**src/rtl/fifo_wr_arbiter.sv**
```systemverilog
// Round-robin write arbiter: grants one requester at a time and forwards up to MAX_BURST words per grant to a FIFO.
// Optional per-requester accepted-beat counters are enabled by defining FIFO_ARB_STATS_EN.
module fifo_wr_arbiter #(
  parameter int DATA_WIDTH = 8,
  parameter int NUM_REQ    = 4,
  parameter int MAX_BURST  = 4
) (
  input  logic                          clk,
  input  logic                          rst,
  input  logic [NUM_REQ-1:0]            req,
  input  logic [NUM_REQ*DATA_WIDTH-1:0] req_data,
  output logic [NUM_REQ-1:0]            ack,
  output logic [NUM_REQ-1:0]            gnt,
  output logic                          fifo_wr_en,
  output logic [DATA_WIDTH-1:0]         fifo_wr_data,
  input  logic                          fifo_full,
  output logic                          busy
`ifdef FIFO_ARB_STATS_EN
  ,
  output logic [NUM_REQ*16-1:0]         grant_cnt
`endif
);

  localparam int IDX_W = $clog2(NUM_REQ);

  // Handshake: a beat transfers in any cycle where the owner holds req and fifo_full is low;
  // ack/fifo_wr_en mark that cycle and the requester presents its next word afterwards.
  typedef enum logic {S_IDLE, S_GRANT} state_t;

  state_t               state, state_n;
  logic [IDX_W-1:0]     owner, owner_n;
  logic [IDX_W-1:0]     last_owner, last_owner_n;
  logic [3:0]           burst_cnt, burst_cnt_n;
  logic [NUM_REQ-1:0]   gnt_q, gnt_n;
  logic                 owner_req;
  logic                 accept;
  logic                 at_max;
  logic                 release_now;

  function automatic logic [NUM_REQ-1:0] onehot(input logic [IDX_W-1:0] idx);
    logic [NUM_REQ-1:0] v;
    v      = '0;
    v[idx] = 1'b1;
    return v;
  endfunction

  // First set request searching upward from last+1, wrapping; last itself is checked last.
  function automatic logic [IDX_W-1:0] rr_pick(input logic [NUM_REQ-1:0] r,
                                               input logic [IDX_W-1:0]   last);
    logic             found;
    logic [IDX_W-1:0] pick;
    logic [IDX_W-1:0] cand;
    int               idx;
    found = 1'b0;
    pick  = last;
    for (int k = 1; k <= NUM_REQ; k++) begin
      idx = int'(last) + k;
      if (idx >= NUM_REQ) idx = idx - NUM_REQ;
      cand = IDX_W'(idx);
      if (!found && r[cand]) begin
        found = 1'b1;
        pick  = cand;
      end
    end
    return pick;
  endfunction

  always_comb begin
    owner_req    = req[owner];
    accept       = !rst && (state == S_GRANT) && owner_req && !fifo_full;
    at_max       = accept && (burst_cnt == 4'(MAX_BURST - 1));
    release_now  = (state == S_GRANT) && (!owner_req || at_max);

    state_n      = state;
    owner_n      = owner;
    last_owner_n = last_owner;
    burst_cnt_n  = burst_cnt;
    gnt_n        = gnt_q;

    case (state)
      S_IDLE: begin
        if (|req) begin
          state_n     = S_GRANT;
          owner_n     = rr_pick(req, last_owner);
          burst_cnt_n = '0;
          gnt_n       = onehot(owner_n);
        end
      end
      S_GRANT: begin
        if (accept) burst_cnt_n = burst_cnt + 4'd1;
        if (release_now) begin
          last_owner_n = owner;
          burst_cnt_n  = '0;
          // Back-to-back hand-off; the releasing owner is only re-picked if nobody else asks.
          if (|req) begin
            owner_n = rr_pick(req, owner);
            gnt_n   = onehot(owner_n);
          end else begin
            state_n = S_IDLE;
            gnt_n   = '0;
          end
        end
      end
      default: begin
        state_n = S_IDLE;
        gnt_n   = '0;
      end
    endcase
  end

  always_ff @(posedge clk) begin
    if (rst) begin
      state      <= S_IDLE;
      owner      <= '0;
      last_owner <= IDX_W'(NUM_REQ - 1);
      burst_cnt  <= '0;
      gnt_q      <= '0;
    end else begin
      state      <= state_n;
      owner      <= owner_n;
      last_owner <= last_owner_n;
      burst_cnt  <= burst_cnt_n;
      gnt_q      <= gnt_n;
    end
  end

  assign gnt          = gnt_q;
  assign busy         = (state == S_GRANT);
  assign ack          = accept ? onehot(owner) : '0;
  assign fifo_wr_en   = accept;
  assign fifo_wr_data = accept ? req_data[owner*DATA_WIDTH +: DATA_WIDTH] : '0;

`ifdef FIFO_ARB_STATS_EN
  logic [15:0] stat_q [NUM_REQ];

  always_ff @(posedge clk) begin
    if (rst) begin
      for (int i = 0; i < NUM_REQ; i++) stat_q[i] <= '0;
    end else begin
      for (int i = 0; i < NUM_REQ; i++) begin
        if (accept && (owner == IDX_W'(i)) && (stat_q[i] != 16'hFFFF))
          stat_q[i] <= stat_q[i] + 16'd1;
      end
    end
  end

  for (genvar g = 0; g < NUM_REQ; g++) begin : g_stat
    assign grant_cnt[g*16 +: 16] = stat_q[g];
  end
`endif

endmodule

```
**config.mk**
```make
export PLATFORM = sky130hd
export DESIGN_NAME = fifo_wr_arbiter
export DESIGN_NICKNAME = d
export VERILOG_FILES = /design/src/rtl/fifo_wr_arbiter.sv
export SDC_FILE = /design/constraint.sdc
export NUM_CORES = 1
export LEC_CHECK = 0
export ABC_AREA = 0
export CORE_MARGIN = 2
export CORE_UTILIZATION = 49
export CTS_BUF_LIST = sky130_fd_sc_hd__clkbuf_8
export DETAILED_ROUTE_END_ITERATION = 8
export GPL_TIMING_DRIVEN = 0
export PLACE_DENSITY = 0.95
export SYNTH_ARGS = -nofsm -noshare
export SYNTH_HDL_FRONTEND = slang
export SYNTH_SLANG_ARGS = --single-unit
```
**constraint.sdc**
```tcl
create_clock -name clk -period 5.6 [get_ports clk]
set_clock_uncertainty 0.05 [all_clocks]
set_input_delay 1.12 -clock clk [delete_from_list [all_inputs] [get_ports clk]]
set_output_delay 1.12 -clock clk [all_outputs]
set_load 0.1 [all_outputs]
```
==> metrics.md <==
| Metric | Value |
|---|---|
| IO Port Bufs | `55` |
| Final hold vios | `0` |
| Placed cells | `260` |
| Top post-synthesis cells by area | `dfxtp_1 18%, mux4_2 14%, and3_1 5.2%, ha_1 4.4%, nand2_1 4.2%` |
| Global-route wire length before repair | `7.00 mm` |
| Clock network power share | `0.185` |
| Mapped Area | `0.00143 mm^2` |
| Share of the synthesized area in the top cell type | `0.182` |
| CP max-delay cell | `clkdlybuf4s50_1` |
| CTS root buf | `clkbuf_8` |
| Die width | `58.0 um` |
| Critical Path RT | `4430 ps` |
| # H-tree levels | `1` |
| Vias per Instance | `6.14` |
| Die height | `58.0 um` |
| Final period utilization | `0.876` |
| GRT Total Usage | `0.265` |
| Hold EP | `gnt[1]$_SDFFE_PP0P_` |
| Total power | `0.000463 W` |
| RePlAce Congestion | `0.962` |
| Flop pwr share | `0.238` |
| Dominant synthesized flop cell | `dfxtp_1` |
| CTS Hold Bufs | `0` |
| Crit path max-delay family | `buffers and inverters` |
| WP buf/inv | `3` |
| Antenna cells | `0` |
| Final WS setup | `695 ps` |
| Router iterations before antenna repair | `5` |
| DR DRC count | `0` |
| Worst Reg-to-Reg Cells | `10` |
| Post-synthesis sequential area ratio | `0.182` |
| Insertion delay to the later sink of the worst-skew pair | `250 ps` |
| Pint | `0.000259 W` |
| Drt initial violations | `81` |
| Largest stage delay, worst path | `1150 ps` |
| Core area | `0.00276 mm^2` |
| VDD IR max | `0.000231 V` |
| Top cells by count, synth | `16 x nand2_1, 13 x dfxtp_1, 12 x and3_1` |
| Largest net degree at the start of global routing | `11` |
| Worst Tran Pin Value | `1000 ps` |
| Final min period | `4900 ps` |
| Top-count cell post-synth | `nand2_1` |
| Clk pin slew, worst setup/hold paths | `60 ps` |
| Outcome | `completed` |
| Worst Setup Path Type | `input pin to primary output` |
| Synthesis-to-layout area growth | `44.4%` |
| I/O Pins | `57` |
| Setup violators final | `0` |
| Hold WC Path Type | `flop to flop` |
| Max Cap Violations | `0` |
| CP Launch Type | `input pin` |
| Hold Path Origin | `gnt[1]$_SDFFE_PP0P_` |
| Gates resized, CTS repair | `0` |
| Hold depth | `2` |
| Fmax | `204 MHz` |
| Leakage | `0.823 nW` |
| HPWL after DPL | `3.30 mm` |
| Total grt overflow | `0` |
| Unrepaired setup endpoints after global routing | `false` |
| PwrDens | `224 mW/mm^2` |
| Pre-CTS WS | `706 ps` |
| Vias in the first global route | `1521` |
| Yosys warnings | `0` |
| Layout cells sized above 1 | `0.137` |
| Comb power frac | `0.577` |
| Worst setup EP type | `primary output` |
| Final core occ | `0.749` |
| Psw | `0.000204 W` |
| Max Root-Sink Buffers | `2` |
| Per-cell routed wire length | `16.9 um` |
| Fillers | `195` |
| R2R Path End | `gnt[2]$_SDFFE_PP0P_` |
| Syn Area/Cell | `8.22 um^2` |
| CP Cell Sequence | `clkdlybuf4s50_1 > mux4_2 > clkbuf_1 > and3_1 > clkdlybuf4s50_1` |
| Max Slew Vio Count | `0` |
| Slew Limit Headroom | `0.331` |
| Vias | `1620` |
| Ys async rst share | `0` |
| Worst R2R Setup Slack | `2540 ps` |
| Clock buffer count from CTS | `3` |
| #FFs+latches synth | `13` |
| Finished Layout Cells | `264` |
| Die area | `0.00337 mm^2` |
| Yosys top cell by area | `dfxtp_1` |
| Netlist cell types | `47` |
| Post-Synthesis Cells | `174` |
| Row count | `19` |
| CP most frequent cell | `clkdlybuf4s50_1` |
| Starting Density | `0.519` |
| Postcts setup bufs | `0` |
| Sw frac | `0.441` |
| Number of flops mapped to enable cells by yosys | `0` |
| Clk sinks | `13` |
| Routed WL | `4.46 mm` |
| Reg-to-Reg Start | `owner[0]$_SDFFE_PP0P_` |
| Critical Path AT | `3730 ps` |
| Post-route ant nets | `0` |
| Final Net Count | `278` |
| CTS tree | `done` |
| Initial antenna violation count | `0` |
| TNS Setup | `0 ps` |
| Maximum net fanout on the critical path | `10` |
| Syn_nets | `218` |
| Cell depth of the worst setup path | `5` |
cells in the final DEF, fill, tap and decap left out, types with 2 or more instances in the layout:
master           instances
a311oi_1                 3
inv_1                    6
ha_1                     5
clkdlybuf4s50_1         55
xor2_1                   2
nand2b_1                 8
and3_1                  12
nand2_1                 16
nor2_1                  10
nand4_1                  2
nor3_1                   5
clkbuf_1                 5
clkbuf_8                 3
o2bb2ai_1                2
and2_1                   2
o211ai_1                 5
o21ai_0                 10
mux4_2                   9
o21ai_1                  2
buf_6                    3
nor3b_1                  4
o22ai_1                  4
o32ai_1                  2
a21oi_1                  9
o211a_1                  2
dfxtp_1                 13
buf_2                    8
mux2_2                   3
nor2b_1                  3
power by group through the flow:
stage	Clock [W]	Sequential (W)	Combinational [W]
3_5_place_dp	0	0.000112	0.000262
4_1_cts	0.0000853	0.000110	0.000264
2_1_floorplan	0	0.000152	0.000149
6_report	0.0000855	0.000110	0.000267
3_3_place_gp	0	0.000111	0.000258
5_1_grt	0.0000902	0.000112	0.000284
through the flow:
step / area (um^2) / hold slack, ps
floorplan: 1430 / 471
global placement: 2020 / 458
detailed placement: 2020 / 476
CTS: 2060 / 486
global route: 2060 / 550
finish: 2060 / 489
worst min-delay path, delay by kind of cell, from the launching register on:
kind | cells | cell delay, ps
compound gates | 1 | 60
flops | 1 | 330
simple gates | 1 | 100
layout make-up:
| cell class | instances | area, um^2 | area share |
|---|---|---|---|
| flip-flops and latches | 13 | 260 | 0.126 |
| plain buffers | 17 | 100 | 0.0485 |
| multi-input cells | 139 | 1050 | 0.509 |
| clock inverters | 1 | 3.75 | 0.00182 |
| inverters | 5 | 18.8 | 0.00909 |
| clock buffers | 3 | 41.3 | 0.0200 |
| repair buffers | 55 | 551 | 0.267 |
| well taps | 31 | 38.8 | 0.0188 |
cells by family (layout without fill, tap and decap cells):
family	Yosys count	count (layout)	synth area share
XOR/XNOR	3	3	0.0184
buffers and inverters	22	81	0.0831
multiplexers	13	13	0.172
AND/OR/NAND/NOR	69	69	0.261
adder cells (fa/ha/maj)	5	5	0.0437
AO/OA/AOI/OAI	49	49	0.240
flip-flops	13	13	0.182
how the worst max path moves through the flow:
| stage | start | slack [ps] | endpoint |
|---|---|---|---|
| 3_5_place_dp | req[3] | 710 | ack[0] |
| 3_3_place_gp | req[3] | 750 | ack[0] |
| 6_report | req[3] | 700 | ack[0] |
| 4_1_cts | req[3] | 700 | ack[0] |
| 5_1_grt | req[3] | 560 | ack[0] |
| 2_1_floorplan | rst | 1890 | fifo_wr_data[0] |
routing by layer:
metal,track usage,vias to the layer above,routed length [um]
met1,0.315,754,1910
met4,0.0565,0,76
met2,0.484,76,2190
met3,0.0625,12,283
li1,-,778,-
met5,0,-,0
sequential cells by signal, summed over array words and instances, names as in the netlist:
name        flops
owner           2
gnt             4
burst_cnt       4
busy            1
last_owner      2
Power figures use the tool's default switching activity.
